$ cat config.mk
export PLATFORM = sky130hd
export DESIGN_NAME = mac_rx
export DESIGN_NICKNAME = d
export VERILOG_FILES = /design/src/rtl/mac_pkg.sv /design/src/rtl/mac_rx_buf.sv /design/src/rtl/mac_rx.sv
export SDC_FILE = /design/constraint.sdc
export NUM_CORES = 2
export LEC_CHECK = 0
export CAP_MARGIN = 40
export CORE_MARGIN = 2
export CORE_UTILIZATION = 30
export CTS_BUF_LIST = sky130_fd_sc_hd__clkbuf_8
export DETAILED_ROUTE_END_ITERATION = 6
export GPL_ROUTABILITY_DRIVEN = 0
export PLACE_DENSITY = 0.41
export SKIP_CTS_REPAIR_TIMING = 1
export SLEW_MARGIN = 10
export SYNTH_ARGS = -nofsm -noshare
export SYNTH_HDL_FRONTEND = slang
export SYNTH_SLANG_ARGS = --single-unit
$ cat constraint.sdc
create_clock -name clk -period 3.9 [get_ports clk]
set_input_delay 0.78 -clock clk [delete_from_list [all_inputs] [get_ports clk]]
set_output_delay 0.78 -clock clk [all_outputs]
set_load 0.05 [all_outputs]
$ cat src/rtl/mac_pkg.sv
// Shared MAC definitions used by both the transmit and receive framers.
// No logic: types and constants only.
// Not applicable (no datapath).
package mac_pkg;

    // Receive framer states.
    typedef enum logic [1:0] {
        IDLE    = 2'd0,
        RECV    = 2'd1,
        DROP    = 2'd2,
        DELIVER = 2'd3
    } rx_state_t;

    // Fixed CRC byte appended by the transmitter.
    localparam logic [7:0] CRC_FAKE    = 8'h00;
    localparam int         MAC_MAX_LEN = 256;

endpackage : mac_pkg

$ cat src/rtl/mac_rx_buf.sv
// Payload store for one frame: DEPTH x 8 register file, one write port, one read port.
// Write lands on the clock edge; read data is combinational from the (registered) read address.
// No flow control; the owner decides when to write and which address to read.
module mac_rx_buf #(
    parameter int DEPTH = 256,
    parameter int AW    = $clog2(DEPTH)
) (
    input  logic          clk,
    input  logic          wr_en_i,
    input  logic [AW-1:0] wr_addr_i,
    input  logic [7:0]    wr_dat_i,
    input  logic [AW-1:0] rd_addr_i,
    output logic [7:0]    rd_dat_o
);

    logic [7:0] mem_q [DEPTH];

    // Store one payload byte per enabled cycle; contents are intentionally not reset.
    always_ff @(posedge clk) begin
        if (wr_en_i) begin
            mem_q[wr_addr_i] <= wr_dat_i;
        end
    end

    assign rd_dat_o = mem_q[rd_addr_i];

endmodule : mac_rx_buf

$ cat src/rtl/mac_rx.sv
// Receive framer: buffers a frame, checks its trailing CRC byte, replays good payloads, reports status.
// out_valid rises the cycle after the CRC byte; status pulses one cycle after the frame resolves.
// Input side has no backpressure: frames arriving while a payload is being replayed are counted and discarded.
module mac_rx
    import mac_pkg::*;
#(
    parameter int         MAX_LEN = MAC_MAX_LEN,
    parameter logic [7:0] CRC_VAL = CRC_FAKE,
    localparam int        LW      = $clog2(MAX_LEN + 1)
) (
    input  logic          clk,
    input  logic          rst_n,
    input  logic          rx_valid,
    input  logic [7:0]    rx_byte,
    input  logic          rx_last,
    output logic          out_valid,
    output logic [7:0]    out_byte,
    output logic          out_last,
    input  logic          out_ready,
    output logic          status_valid,
    output logic [LW-1:0] status_len,
    output logic          crc_err,
    output logic          len_err,
    output logic          busy,
    output logic [15:0]   drop_cnt
);

    localparam int            AW        = $clog2(MAX_LEN);
    localparam logic [LW-1:0] MAX_LEN_L = LW'(MAX_LEN);

    rx_state_t     state_q;
    logic [LW-1:0] wptr_q;
    logic [LW-1:0] rptr_q;
    logic [LW-1:0] len_q;
    logic          out_valid_q;
    logic          out_last_q;
    logic          status_valid_q;
    logic [LW-1:0] status_len_q;
    logic          crc_err_q;
    logic          len_err_q;
    logic [15:0]   drop_cnt_q;
    logic [15:0]   drop_cnt_d;
    // Set while the tail of a frame that began during replay is still arriving.
    logic          skip_q;

    logic          crc_ok;
    logic          handshake;
    logic          drop_evt;
    logic          buf_we;
    logic [AW-1:0] buf_waddr;
    logic [7:0]    buf_rdat;

    assign crc_ok    = (rx_byte == CRC_VAL);
    assign handshake = out_valid_q && out_ready;

    // A frame is counted as dropped when its final byte shows up during replay,
    // or when the final byte of a frame that started during replay arrives afterwards.
    assign drop_evt = rx_valid && rx_last &&
                      ((state_q == DELIVER) || ((state_q == IDLE) && skip_q));

    // Saturating drop counter next value.
    always_comb begin
        drop_cnt_d = drop_cnt_q;
        if (drop_evt && (drop_cnt_q != 16'hFFFF)) begin
            drop_cnt_d = drop_cnt_q + 16'd1;
        end
    end

    // Payload bytes are written only while a frame is being accepted and fits in the buffer.
    always_comb begin
        buf_we    = 1'b0;
        buf_waddr = '0;
        if (rx_valid && !rx_last) begin
            if ((state_q == IDLE) && !skip_q) begin
                buf_we    = 1'b1;
                buf_waddr = '0;
            end else if ((state_q == RECV) && (wptr_q < MAX_LEN_L)) begin
                buf_we    = 1'b1;
                buf_waddr = wptr_q[AW-1:0];
            end
        end
    end

    mac_rx_buf #(
        .DEPTH (MAX_LEN),
        .AW    (AW)
    ) u_buf (
        .clk       (clk),
        .wr_en_i   (buf_we),
        .wr_addr_i (buf_waddr),
        .wr_dat_i  (rx_byte),
        .rd_addr_i (rptr_q[AW-1:0]),
        .rd_dat_o  (buf_rdat)
    );

    // Framer FSM with registered stream and status outputs.
    always_ff @(posedge clk or negedge rst_n) begin
        if (!rst_n) begin
            state_q        <= IDLE;
            wptr_q         <= '0;
            rptr_q         <= '0;
            len_q          <= '0;
            out_valid_q    <= 1'b0;
            out_last_q     <= 1'b0;
            status_valid_q <= 1'b0;
            status_len_q   <= '0;
            crc_err_q      <= 1'b0;
            len_err_q      <= 1'b0;
            drop_cnt_q     <= '0;
            skip_q         <= 1'b0;
        end else begin
            status_valid_q <= 1'b0;
            drop_cnt_q     <= drop_cnt_d;
            case (state_q)
                IDLE: begin
                    if (skip_q) begin
                        if (rx_valid && rx_last) begin
                            skip_q <= 1'b0;
                        end
                    end else if (rx_valid) begin
                        if (rx_last) begin
                            // Zero-length frame: report only, nothing to replay.
                            status_valid_q <= 1'b1;
                            status_len_q   <= '0;
                            crc_err_q      <= !crc_ok;
                            len_err_q      <= 1'b0;
                        end else begin
                            wptr_q  <= LW'(1);
                            state_q <= RECV;
                        end
                    end
                end
                RECV: begin
                    if (rx_valid) begin
                        if (!rx_last) begin
                            if (wptr_q < MAX_LEN_L) begin
                                wptr_q <= wptr_q + LW'(1);
                            end else begin
                                state_q <= DROP;
                            end
                        end else if (crc_ok) begin
                            len_q       <= wptr_q;
                            rptr_q      <= '0;
                            out_valid_q <= 1'b1;
                            out_last_q  <= (wptr_q == LW'(1));
                            state_q     <= DELIVER;
                        end else begin
                            status_valid_q <= 1'b1;
                            status_len_q   <= wptr_q;
                            crc_err_q      <= 1'b1;
                            len_err_q      <= 1'b0;
                            state_q        <= IDLE;
                        end
                    end
                end
                DROP: begin
                    if (rx_valid && rx_last) begin
                        status_valid_q <= 1'b1;
                        status_len_q   <= MAX_LEN_L;
                        crc_err_q      <= 1'b0;
                        len_err_q      <= 1'b1;
                        state_q        <= IDLE;
                    end
                end
                DELIVER: begin
                    if (rx_valid) begin
                        skip_q <= !rx_last;
                    end
                    if (handshake) begin
                        if (out_last_q) begin
                            out_valid_q    <= 1'b0;
                            out_last_q     <= 1'b0;
                            rptr_q         <= '0;
                            status_valid_q <= 1'b1;
                            status_len_q   <= len_q;
                            crc_err_q      <= 1'b0;
                            len_err_q      <= 1'b0;
                            state_q        <= IDLE;
                        end else begin
                            rptr_q     <= rptr_q + LW'(1);
                            out_last_q <= ((rptr_q + LW'(2)) == len_q);
                        end
                    end
                end
                default: begin
                    state_q <= IDLE;
                end
            endcase
        end
    end

    assign out_valid    = out_valid_q;
    assign out_byte     = buf_rdat;
    assign out_last     = out_last_q;
    assign status_valid = status_valid_q;
    assign status_len   = status_len_q;
    assign crc_err      = crc_err_q;
    assign len_err      = len_err_q;
    assign busy         = (state_q != IDLE);
    assign drop_cnt     = drop_cnt_q;

endmodule : mac_rx

==> results.cfg <==
[run_status]
status = finished with violations
violations = negative setup slack

[yosys]
synthDistinctLibCells = 79
muxShareOfSynthArea = 0.142
synth_ff_type = edfxtp_1
synth_compound_area_frac = 0.0423
synth_seq_area_share = 0.759
synth_top_family_by_area = multiplexers
netlist_area_sq_um = 83000
yosys.area.top_type = edfxtp_1
synth_warnings = 0
synth_xor_area_frac = 0.00285
synthCells = 4225
synth.avg_cell_area_sq_um = 19.6
yosys-top-cells-area = edfxtp_1 (74%), mux4_2 (10%), mux2i_1 (2.8%)
synth_simple_gate_area_frac = 0.0331
synth.net_count = 4244
netlist.area_leader.share = 0.741
synth_edf_count = 2048
ys_async_sr_fraction = 0.0285
synth_fa_ha_area_frac = 0.000905
synth_seq_cells = 2108

[sta]
max_freq_mhz = 195
setup_viol = 8
skew_ns = 0.0513
final_max_slew_viol_count = 0
hold_viol_final = 0
layout_min_cycle_time_ns = 5.13
worstMarginPinSlew_ns = 1.25
period_share = 1.31
finalWorstSetupSlack_ns = -1.23
rsz0062_at_grt = true
relSlewSlack = 0.168

[pwr]
ir_drop_uv = 279
p_int_mw = 35.5
switchingPower_mw = 11.7
sw_frac_of_total = 0.247
power_density_nw_per_um2 = 458
seqPwrFrac = 0.531
fin_total_pwr_mw = 47.2
clockPowerShare = 0.401
p_leak_nw = 33.4
pwr-share-comb = 0.068

[critical_path]
cpMostUsedCell = a211oi_4
crit_cells = 11
critPathLaunchType = flop
path_max_fanout = 5
endpoint_kind = output pin
r2r_cells = 7
crit_buf_inv = 5
critPathArrivalTime_ns = 4.35
slowest_delay_ns = 0.59
worst-setup-path-type = flop to output pin
critPathSlowestCell = or4_4
crit_chain = buf_6, buf_12, clkbuf_16, buf_4, mux4_2, a22o_1, a211oi_4, a211o_1, a211oi_4, or4_4, buf_8
cp.required_ns = 3.12
crit_family = compound AO/OA/AOI/OAI gates

[floorplanning]
num_io_pins = 52
rows = 193
die_y_um = 530
start_util = 0.301
die-area_sq_um = 281000
core_area_sq_um = 276000
die_w_um = 530

[grt]
overflow = 0
grt_pass1_vias = 47063
grt_max_degree = 170
antenna_found_initial = 12
busiest_layer = met2
gr-usage-met1 = 0.271
grt_first_pass_wirelength_um = 381000
grtUsageMet3 = 0.0272
grtUsageMet2 = 0.317
track_usage = 0.193

[cts]
cts_made_buffers = 377
insertion_delay_ns = 0.98
cts-root-buf = clkbuf_8
clk_path_buf_depth = 4
cts_tree = done
clock-sinks = 2108
cts.clk_slew.worst_paths_ns = 0.06
htreeDepth = 5

[route]
drc = 0
drt.antenna.violating_nets = 0
firstDrtPassIters = 7
wire_per_inst_um = 29.9
vias = 46491
drt_iter0_markers = 4436
wl_um = 279000
via_per_inst = 4.98

[final_layout]
layout_commonest_cell = edfxtp_1
area_growth_pct = 24.0
regArea_sq_um = 63000
multi_input_area_sq_um = 19300
final_cell_mix = edfxtp_1 (2,048), buf_4 (799), clkbuf_8 (386), mux4_2 (379), nor2_1 (310)
fillers = 25979
final_util = 0.373
layout-drive-gt1-share = 0.352
finalNetCount = 5339

[min_path]
holdPathStages = 1
hp-class = input pin to flop

[placed_design]
dp_hpwl_um = 180000
numPortBuffers = 51

[flow_run]
maxCapViolCount = 0
==> cell type report <==
cell class | count | share of cell area
multi-input combinational | 1834 | 0.188
sequential | 2108 | 0.612
inverter | 19 | 0.000742
timing repair buffer | 980 | 0.0889
antenna | 8 | 0.000195
clock buffer | 386 | 0.0516
clock inverter | 290 | 0.0134
tap | 3705 | 0.0450
==> routing by layer <==
layer  up-vias  routed length [um]
met5         -                   0
met4         0                6050
met3       385               13100
met2      1343              135000
met1     25071              124000
li1      19692                   -
==> power groups by stage <==
stage	registers, mW	clock network (mW)	logic (mW)
after global routing	25.0	20.4	3.36
after CTS	25.0	19.5	3.06
after floorplan	25.6	0	1.06
after global placement	25.5	0	3.02
final	25.0	18.9	3.21
after detailed placement	25.5	0	3.05
==> Yosys cell counts, types with 20 or more instances <==
library cell,count
edfxtp_1,2048
mux2_2,57
o21ai_0,82
o22ai_1,20
a211oi_1,21
buf_6,45
mux4_2,378
a22oi_1,67
a221oi_1,37
buf_2,56
a21oi_1,71
nand3_1,60
nand2_1,144
dfrtp_1,60
o221ai_1,54
xnor2_1,21
clkbuf_1,123
mux2i_1,233
nor2_1,313
==> state kept, by name, summed over array words and instances (netlist names) <==
name / cells
skip_q: 1
len_err: 1
u_buf.mem_q: 2048
crc_err: 1
status_valid: 1
drop_cnt: 16
wptr_q: 9
out_last: 1
out_valid: 1
len_q: 9
status_len: 9
state_q: 2
rptr_q: 9
==> cells by family (layout without fill, tap and decap cells) <==
family	after synthesis	count (layout)
DFF	2108	2108
buffers and inverters	283	1675
AOI/OAI and AO/OA	491	491
adders and majority gates	6	6
muxes	681	681
xor gates and xnor gates	27	27
and+or+nand+nor	629	629
other	0	8
==> per-stage QoR <==
step | hold slack [ns] | instance area, sq um | setup slack [ns] | std cells | setup TNS (ns)
floorplan | 0.473 | 83000 | 0.0770 | 4225 | 0
global placement | 0.488 | 93900 | -1.41 | 8535 | -7.46
detailed placement | 0.487 | 94000 | -1.16 | 8546 | -7.23
CTS | -0.406 | 101000 | -2.25 | 9222 | -16.05
global route | 0.0128 | 103000 | -1.34 | 9325 | -10.21
finish | 0.0852 | 103000 | -1.23 | 9330 | -9.11
==> worst paths after layout <==
path	start	end	slack, ns
max	rptr_q[0]	out_byte[0]	-1.23
min	rx_byte[0]	u_buf.mem_q[164][0]	0.09
max reg2reg	wptr_q[8]	u_buf.mem_q[52][0]	0.95
min reg2reg	drop_cnt[15]	drop_cnt[15]	0.50
max in group asynchronous	rst_n	rptr_q[0]	3.14
min in group asynchronous	rst_n	drop_cnt[4]	0.23
Note: power is estimated with default switching activity, not from simulation.
